<file path="src/rtl/riscv_control_if.sv">
// riscv_control_if: control/status bundle between the multicycle control FSM and its datapath.
interface riscv_control_if;
   logic [31:0] instr;
   logic        zero, carry, sign, overflow, mem_ready;
   logic        mem_req, mem_write, adr_src, ir_write, pc_write, reg_write, illegal;
   logic [1:0]  alu_src_a, alu_src_b, result_src;
   logic [2:0]  imm_src;
   logic [3:0]  alu_control;
   modport master (
      input  instr, zero, carry, sign, overflow, mem_ready,
      output mem_req, mem_write, adr_src, ir_write, pc_write, reg_write, illegal,
             alu_src_a, alu_src_b, result_src, imm_src, alu_control
   );
   modport slave (
      output instr, zero, carry, sign, overflow, mem_ready,
      input  mem_req, mem_write, adr_src, ir_write, pc_write, reg_write, illegal,
             alu_src_a, alu_src_b, result_src, imm_src, alu_control
   );
endinterface

</file>
<file path="src/rtl/riscv_control_fsm.sv">
// riscv_control_fsm: multicycle RISC-V control unit sequencing fetch, decode, memory, ALU and branch steps.
module riscv_control_fsm #(
   parameter bit TRAP_ON_ILLEGAL = 1'b1
) (
   input logic clk,
   input logic rst_n,
   riscv_control_if.master bus
);
   localparam logic [3:0] FETCH = 4'd0, DECODE = 4'd1, MEMADR = 4'd2, MEMREAD = 4'd3,
                          MEMWB = 4'd4, MEMWRITE = 4'd5, EXEC_R = 4'd6, EXEC_I = 4'd7,
                          ALUWB = 4'd8, BRANCH = 4'd9, JAL = 4'd10, LUI = 4'd11, TRAP = 4'd12;
   localparam logic [3:0] ALU_ADD = 4'b0000, ALU_SUB = 4'b0001, ALU_AND = 4'b0010,
                          ALU_OR = 4'b0011, ALU_SLT = 4'b0101, ALU_PASS = 4'b0111,
                          ALU_SRL = 4'b1000, ALU_SRA = 4'b1001, ALU_SLL = 4'b1010;
   logic [3:0] state, state_nx, exec_op, bad_nx;
   logic [6:0] opcode;
   logic [2:0] funct3;
   logic       f7b, exec_ok, br_ok, taken, unused_bits;
   assign opcode = bus.instr[6:0];
   assign funct3 = bus.instr[14:12];
   assign f7b = bus.instr[30];
   assign unused_bits = ^{bus.instr[31], bus.instr[29:15], bus.instr[11:7]};
   assign bad_nx = TRAP_ON_ILLEGAL ? TRAP : FETCH;
   assign exec_ok = funct3 != 3'b100 && funct3 != 3'b011;
   assign br_ok = funct3[2:1] != 2'b01;
   // funct3[0] inverts the base condition: beq/bne, blt/bge, bltu/bgeu
   assign taken = br_ok && ((funct3[2] ? (funct3[1] ? bus.carry : bus.sign ^ bus.overflow) : bus.zero) ^ funct3[0]);
   assign exec_op = funct3 == 3'b000 ? ((state == EXEC_R && f7b) ? ALU_SUB : ALU_ADD) :
                    funct3 == 3'b111 ? ALU_AND :
                    funct3 == 3'b110 ? ALU_OR :
                    funct3 == 3'b010 ? ALU_SLT :
                    funct3 == 3'b001 ? ALU_SLL :
                    funct3 == 3'b101 ? (f7b ? ALU_SRA : ALU_SRL) : ALU_ADD;
   always_ff @(posedge clk or negedge rst_n)
      if (!rst_n) state <= FETCH;
      else state <= state_nx;
   always_comb begin
      state_nx = state;
      case (state)
         FETCH:            state_nx = bus.mem_ready ? DECODE : FETCH;
         DECODE:
            case (opcode)
               7'b0000011, 7'b0100011: state_nx = MEMADR;
               7'b0110011:             state_nx = EXEC_R;
               7'b0010011:             state_nx = EXEC_I;
               7'b1100011:             state_nx = BRANCH;
               7'b1101111:             state_nx = JAL;
               7'b0110111:             state_nx = LUI;
               default:                state_nx = bad_nx;
            endcase
         MEMADR:           state_nx = opcode[5] ? MEMWRITE : MEMREAD;
         MEMREAD:          state_nx = bus.mem_ready ? MEMWB : MEMREAD;
         MEMWRITE:         state_nx = bus.mem_ready ? FETCH : MEMWRITE;
         MEMWB, ALUWB:     state_nx = FETCH;
         EXEC_R, EXEC_I:   state_nx = exec_ok ? ALUWB : bad_nx;
         BRANCH:           state_nx = br_ok ? FETCH : bad_nx;
         JAL, LUI:         state_nx = ALUWB;
         TRAP:             state_nx = TRAP;
         default:          state_nx = FETCH;
      endcase
   end
   always_comb begin
      bus.mem_req = 1'b0;
      bus.mem_write = 1'b0;
      bus.adr_src = 1'b0;
      bus.ir_write = 1'b0;
      bus.pc_write = 1'b0;
      bus.reg_write = 1'b0;
      bus.illegal = state == TRAP;
      bus.alu_src_a = 2'd0;
      bus.alu_src_b = 2'd0;
      bus.result_src = 2'd0;
      bus.imm_src = 3'd0;
      bus.alu_control = ALU_ADD;
      case (state)
         FETCH: begin
            bus.mem_req = 1'b1;
            bus.alu_src_b = 2'd2;
            bus.ir_write = bus.mem_ready;
            bus.pc_write = bus.mem_ready;
         end
         DECODE: begin
            bus.alu_src_a = 2'd1;
            bus.alu_src_b = 2'd1;
            bus.imm_src = 3'd2;
         end
         MEMADR: begin
            bus.alu_src_a = 2'd2;
            bus.alu_src_b = 2'd1;
            bus.imm_src = opcode[5] ? 3'd1 : 3'd0;
         end
         MEMREAD, MEMWRITE: begin
            bus.mem_req = 1'b1;
            bus.adr_src = 1'b1;
            bus.mem_write = state == MEMWRITE;
         end
         MEMWB: begin
            bus.result_src = 2'd1;
            bus.reg_write = 1'b1;
         end
         EXEC_R, EXEC_I: begin
            bus.alu_src_a = 2'd2;
            bus.alu_src_b = state == EXEC_I ? 2'd1 : 2'd0;
            bus.alu_control = exec_op;
         end
         ALUWB: bus.reg_write = 1'b1;
         BRANCH: begin
            bus.alu_src_a = 2'd2;
            bus.imm_src = 3'd2;
            bus.alu_control = ALU_SUB;
            bus.pc_write = taken;
         end
         JAL: begin
            bus.alu_src_a = 2'd1;
            bus.alu_src_b = 2'd2;
            bus.imm_src = 3'd3;
            bus.pc_write = 1'b1;
         end
         LUI: begin
            bus.alu_src_b = 2'd1;
            bus.imm_src = 3'd4;
            bus.alu_control = ALU_PASS;
         end
         default: ;
      endcase
      // reset kills any in-flight request without waiting for a clock edge
      if (!rst_n) begin
         bus.mem_req = 1'b0;
         bus.mem_write = 1'b0;
         bus.ir_write = 1'b0;
         bus.pc_write = 1'b0;
         bus.reg_write = 1'b0;
      end
   end
endmodule
</file>
<file path="src/flat_wrapper.sv">
// flat-port wrapper written by rule: the top's interface ports become plain ports
module riscv_control_fsm_flat 
#(
   parameter bit TRAP_ON_ILLEGAL = 1'b1
)
  (clk, rst_n, bus_instr, bus_zero, bus_carry, bus_sign, bus_overflow, bus_mem_ready, bus_mem_req, bus_mem_write, bus_adr_src, bus_ir_write, bus_pc_write, bus_reg_write, bus_illegal, bus_alu_src_a, bus_alu_src_b, bus_result_src, bus_imm_src, bus_alu_control);
  riscv_control_if bus_i ();
  input logic clk;
  input logic rst_n;
  input wire logic [$bits(bus_i.instr)-1:0] bus_instr;
  input wire logic [$bits(bus_i.zero)-1:0] bus_zero;
  input wire logic [$bits(bus_i.carry)-1:0] bus_carry;
  input wire logic [$bits(bus_i.sign)-1:0] bus_sign;
  input wire logic [$bits(bus_i.overflow)-1:0] bus_overflow;
  input wire logic [$bits(bus_i.mem_ready)-1:0] bus_mem_ready;
  output wire logic [$bits(bus_i.mem_req)-1:0] bus_mem_req;
  output wire logic [$bits(bus_i.mem_write)-1:0] bus_mem_write;
  output wire logic [$bits(bus_i.adr_src)-1:0] bus_adr_src;
  output wire logic [$bits(bus_i.ir_write)-1:0] bus_ir_write;
  output wire logic [$bits(bus_i.pc_write)-1:0] bus_pc_write;
  output wire logic [$bits(bus_i.reg_write)-1:0] bus_reg_write;
  output wire logic [$bits(bus_i.illegal)-1:0] bus_illegal;
  output wire logic [$bits(bus_i.alu_src_a)-1:0] bus_alu_src_a;
  output wire logic [$bits(bus_i.alu_src_b)-1:0] bus_alu_src_b;
  output wire logic [$bits(bus_i.result_src)-1:0] bus_result_src;
  output wire logic [$bits(bus_i.imm_src)-1:0] bus_imm_src;
  output wire logic [$bits(bus_i.alu_control)-1:0] bus_alu_control;
  assign bus_i.instr = bus_instr;
  assign bus_i.zero = bus_zero;
  assign bus_i.carry = bus_carry;
  assign bus_i.sign = bus_sign;
  assign bus_i.overflow = bus_overflow;
  assign bus_i.mem_ready = bus_mem_ready;
  assign bus_mem_req = bus_i.mem_req;
  assign bus_mem_write = bus_i.mem_write;
  assign bus_adr_src = bus_i.adr_src;
  assign bus_ir_write = bus_i.ir_write;
  assign bus_pc_write = bus_i.pc_write;
  assign bus_reg_write = bus_i.reg_write;
  assign bus_illegal = bus_i.illegal;
  assign bus_alu_src_a = bus_i.alu_src_a;
  assign bus_alu_src_b = bus_i.alu_src_b;
  assign bus_result_src = bus_i.result_src;
  assign bus_imm_src = bus_i.imm_src;
  assign bus_alu_control = bus_i.alu_control;
  riscv_control_fsm #(.TRAP_ON_ILLEGAL(TRAP_ON_ILLEGAL)) u_core (.clk(clk), .rst_n(rst_n), .bus(bus_i));
endmodule
</file>
<file path="config.mk">
export PLATFORM = sky130hd
export DESIGN_NAME = riscv_control_fsm_flat
export DESIGN_NICKNAME = d
export VERILOG_FILES = /design/src/rtl/riscv_control_if.sv /design/src/rtl/riscv_control_fsm.sv /design/src/flat_wrapper.sv
export SDC_FILE = /design/constraint.sdc
export NUM_CORES = 1
export LEC_CHECK = 0
export ABC_CLOCK_PERIOD_IN_PS = 1450
export BUFFER_PORTS_ARGS = -buffer_cell sky130_fd_sc_hd__buf_2
export CORE_MARGIN = 3
export CORE_UTILIZATION = 36
export CTS_CLUSTER_SIZE = 16
export DETAILED_ROUTE_END_ITERATION = 8
export HOLD_SLACK_MARGIN = 0.1
export PLACE_DENSITY = 0.76
export SLEW_MARGIN = 20
export SYNTH_ARGS = -nofsm -noshare
export SYNTH_HDL_FRONTEND = slang
export SYNTH_SLANG_ARGS = --single-unit
</file>
<file path="constraint.sdc">
create_clock -name clk -period 1.45 [get_ports clk]
set_input_delay 0.29 -clock clk [delete_from_list [all_inputs] [get_ports clk]]
set_output_delay 0.29 -clock clk [all_outputs]
set_load 0.005 [all_outputs]
</file>
==> metrics.yaml <==
run_status:
  status: "complete, but fails checks"
  violations: "negative setup slack"
worst_hold_path:
  hold_class: "input port to register"
finish:
  area_growth_pct: 109.2
  regMostFlops: "u_core.state"
  ff_latch_area_sq_um: 105.1
  diodes: 0
  fin_area_sq_um: 1628
  fillCellCount: 119
  fin_nets: 228
  stdcell_count: 214
  drive_above_1_share: 0.6631
  multi_input_area_sq_um: 789.5
  top_regs: "u_core.state: 4 flops"
  largest_register_ffs: 4
route:
  wl_per_cell_microns: 20.27
  vias: 1281
  drc: 0
  ant_nets: 0
  initialDrtViolationCount: 40
  wirelength_microns: 4337
  drt_pre_antenna_iters: 4
  avgViaCountPerCell: 5.986
die:
  core-area_sq_um: 2002
  placementRows: 16
  die_w_microns: 52.50
  die_h_microns: 52.50
  die_area_sq_um: 2756
  start_util: 0.3887
  pin_count: 59
yosys:
  netlist-cell-type-count: 48
  yosys_most_used_dff: "dfrtp_1"
  ys_ff_latch: 4
  netlist_instances: 112
  async_flop_share: 1.000
  synth_warnings: 0
  yosysSeqAreaShare: 0.1286
  synth_edf_count: 0
  avgSynthCellArea_sq_um: 6.949
  synth_area_sq_um: 778.2
  syn_nets: 151
sta:
  rsz0062_at_grt: "yes"
  hold_viol: 0
  layout_worst_path_cycle_share: 1.229
  fin_skew_ns: 0.003146
  max_clock_freq_mhz: 561.3
  fin_crit_ns: 1.782
  hold_slack_ns: 0.5598
  setup_violations: 21
  slew_viol_final: 0
  timing.final.ws_setup_ns: -0.3317
clock_network:
  cts.htree.levels: 1
  insertion_delay_ns: 0.24
  cts.sinks: 4
  root_buffer: "clkbuf_4"
  clk_pin_slew_ns: 0.04
  cts_tree: "done"
  clockBufferDepth: 2
  cts_buffers: 3
grt:
  grt_pass1_vias: 1183
  grt_pass1_wl_microns: 5313
  grtUsageTotal: 0.2535
  grt_max_degree: 15
  antenna_found_initial: 0
  globalRouteOverflowTotal: 0
worst_setup_path:
  path_delay_family: "compound AO/OA/AOI/OAI gates"
  required_ns: 1.16
  cp_slowest_stage_delay_ns: 0.46
  crit_top_cell: "o21ai_2"
  worstPathCellList: "nor2b_4 > o21ai_2 > o21ai_2 > a22o_1 > buf_2"
  worstPathArrival_ns: 1.49
  path_buf_inv: 1
  crit_type: "register to primary output"
  critPathLaunchType: "register"
  crit_slowest_cell: "dfrtp_2"
  cp-end-kind: "primary output"
  worstPathMaxFanout: 6
power_and_ir_drop:
  cellLeakagePower_nw: 0.8064
  vdd_drop_max_mv: 0.8970
  power.total_mw: 2.215
  power_density_nw_per_um2: 1361
place:
  place_area_sq_um: 1119
  gp_congestion: 0.8446
  post-dp-hpwl_microns: 2041
  port_buffers: 36
  pre_cts_ws_ns: -0.1739
  dp.cells: 189
run:
  cap_viol_max_count: 0
## stage by stage
stage	utilization	setup TNS [ns]
detailed placement	0.5588	-0.2944
floorplan	-	0
global placement	0.5588	-0.1606
CTS	0.7131	-2.387
global route	0.8131	-5.290
finish	0.8131	-4.365
## repair_timing
action                                  CTS  global route
gates resized for setup                  45            34
cloned                                    0             1
hold buffers                              1             0
buffers inserted                         16             9
pin swaps                                 8            15
endpoints found under the setup margin   19            22
endpoints found under the hold margin     4             0
## cell usage in the layout, fill, tap and decap left out, types with 3 or more instances in the layout
cell,instances
nand3_1,3
nor2_4,3
nor2_1,4
clkbuf_4,3
inv_1,6
nand3b_1,5
buf_6,18
buf_4,28
dfrtp_2,4
nor2_2,4
nand2_1,5
a21oi_1,3
buf_2,33
nor2b_4,3
## power by group
| group | switching [mW] | total, mW | internal, mW |
|---|---|---|---|
| logic | 0.905 | 1.85 | 0.942 |
| registers | 0.0676 | 0.222 | 0.154 |
| clock network | 0.0534 | 0.147 | 0.0931 |
| total | 1.03 | 2.22 | 1.19 |
## cell type report
class	instances	area share
clock buffer	3	0.01384
inverter	10	0.02690
multi-input combinational	88	0.4850
sequential	4	0.06457
tap	27	0.02075
timing repair buffer	82	0.3889
## layer usage
metal  global-route usage  routed length, microns  vias up
met5                    0                       0        -
li1                     -                       -      561
met2               0.5041                    2284       73
met1               0.2568                    1655      628
met4               0.1149                     145        0
met3              0.02564                     251       19
## tightest hold or removal path, stage by stage
cell    delay [ns]
buf_2         0.10
buf_4         0.14
inv_1         0.05
a32o_1        0.18
## kinds of logic after synthesis
group                     synth area share
and+or+nand+nor                     0.3666
AOI/OAI and AO/OA                   0.2958
buffers and inverters               0.1334
xor gates and xnor gates           0.04502
DFF                                 0.1286
muxes                              0.02572
other                             0.004819
## synth_stat cells, types with 3 or more instances
| cell | n | share of area |
|---|---|---|
| dfrtp_1 | 4 | 0.13 |
| nor3_1 | 3 | 0.019 |
| nand2_1 | 8 | 0.039 |
| a21boi_0 | 3 | 0.029 |
| clkbuf_1 | 5 | 0.024 |
| nand3_1 | 4 | 0.026 |
| nor2_1 | 11 | 0.053 |
| a21oi_1 | 3 | 0.019 |
| o21ai_0 | 3 | 0.019 |
| nand3b_1 | 5 | 0.048 |
| nor2b_1 | 4 | 0.032 |
| nor3b_1 | 3 | 0.029 |
| inv_1 | 8 | 0.039 |
## worst paths after layout
path	from	end	slack, ns	cells past startpoint
worst max-delay path	u_core.state[3]$_DFF_PN0_	bus_alu_src_b[0]	-0.33	5
worst min-delay path	bus_instr[3]	u_core.state[0]$_DFF_PN0_	0.56	4
worst max register to register	u_core.state[1]$_DFF_PN0_	u_core.state[2]$_DFF_PN0_	-0.16	7
worst min register to register	u_core.state[0]$_DFF_PN0_	u_core.state[3]$_DFF_PN0_	0.88	3
max in group asynchronous	rst_n	u_core.state[3]$_DFF_PN0_	0.64	2
min in group asynchronous	rst_n	u_core.state[0]$_DFF_PN0_	0.58	2
(Power assumes the default switching activity.)
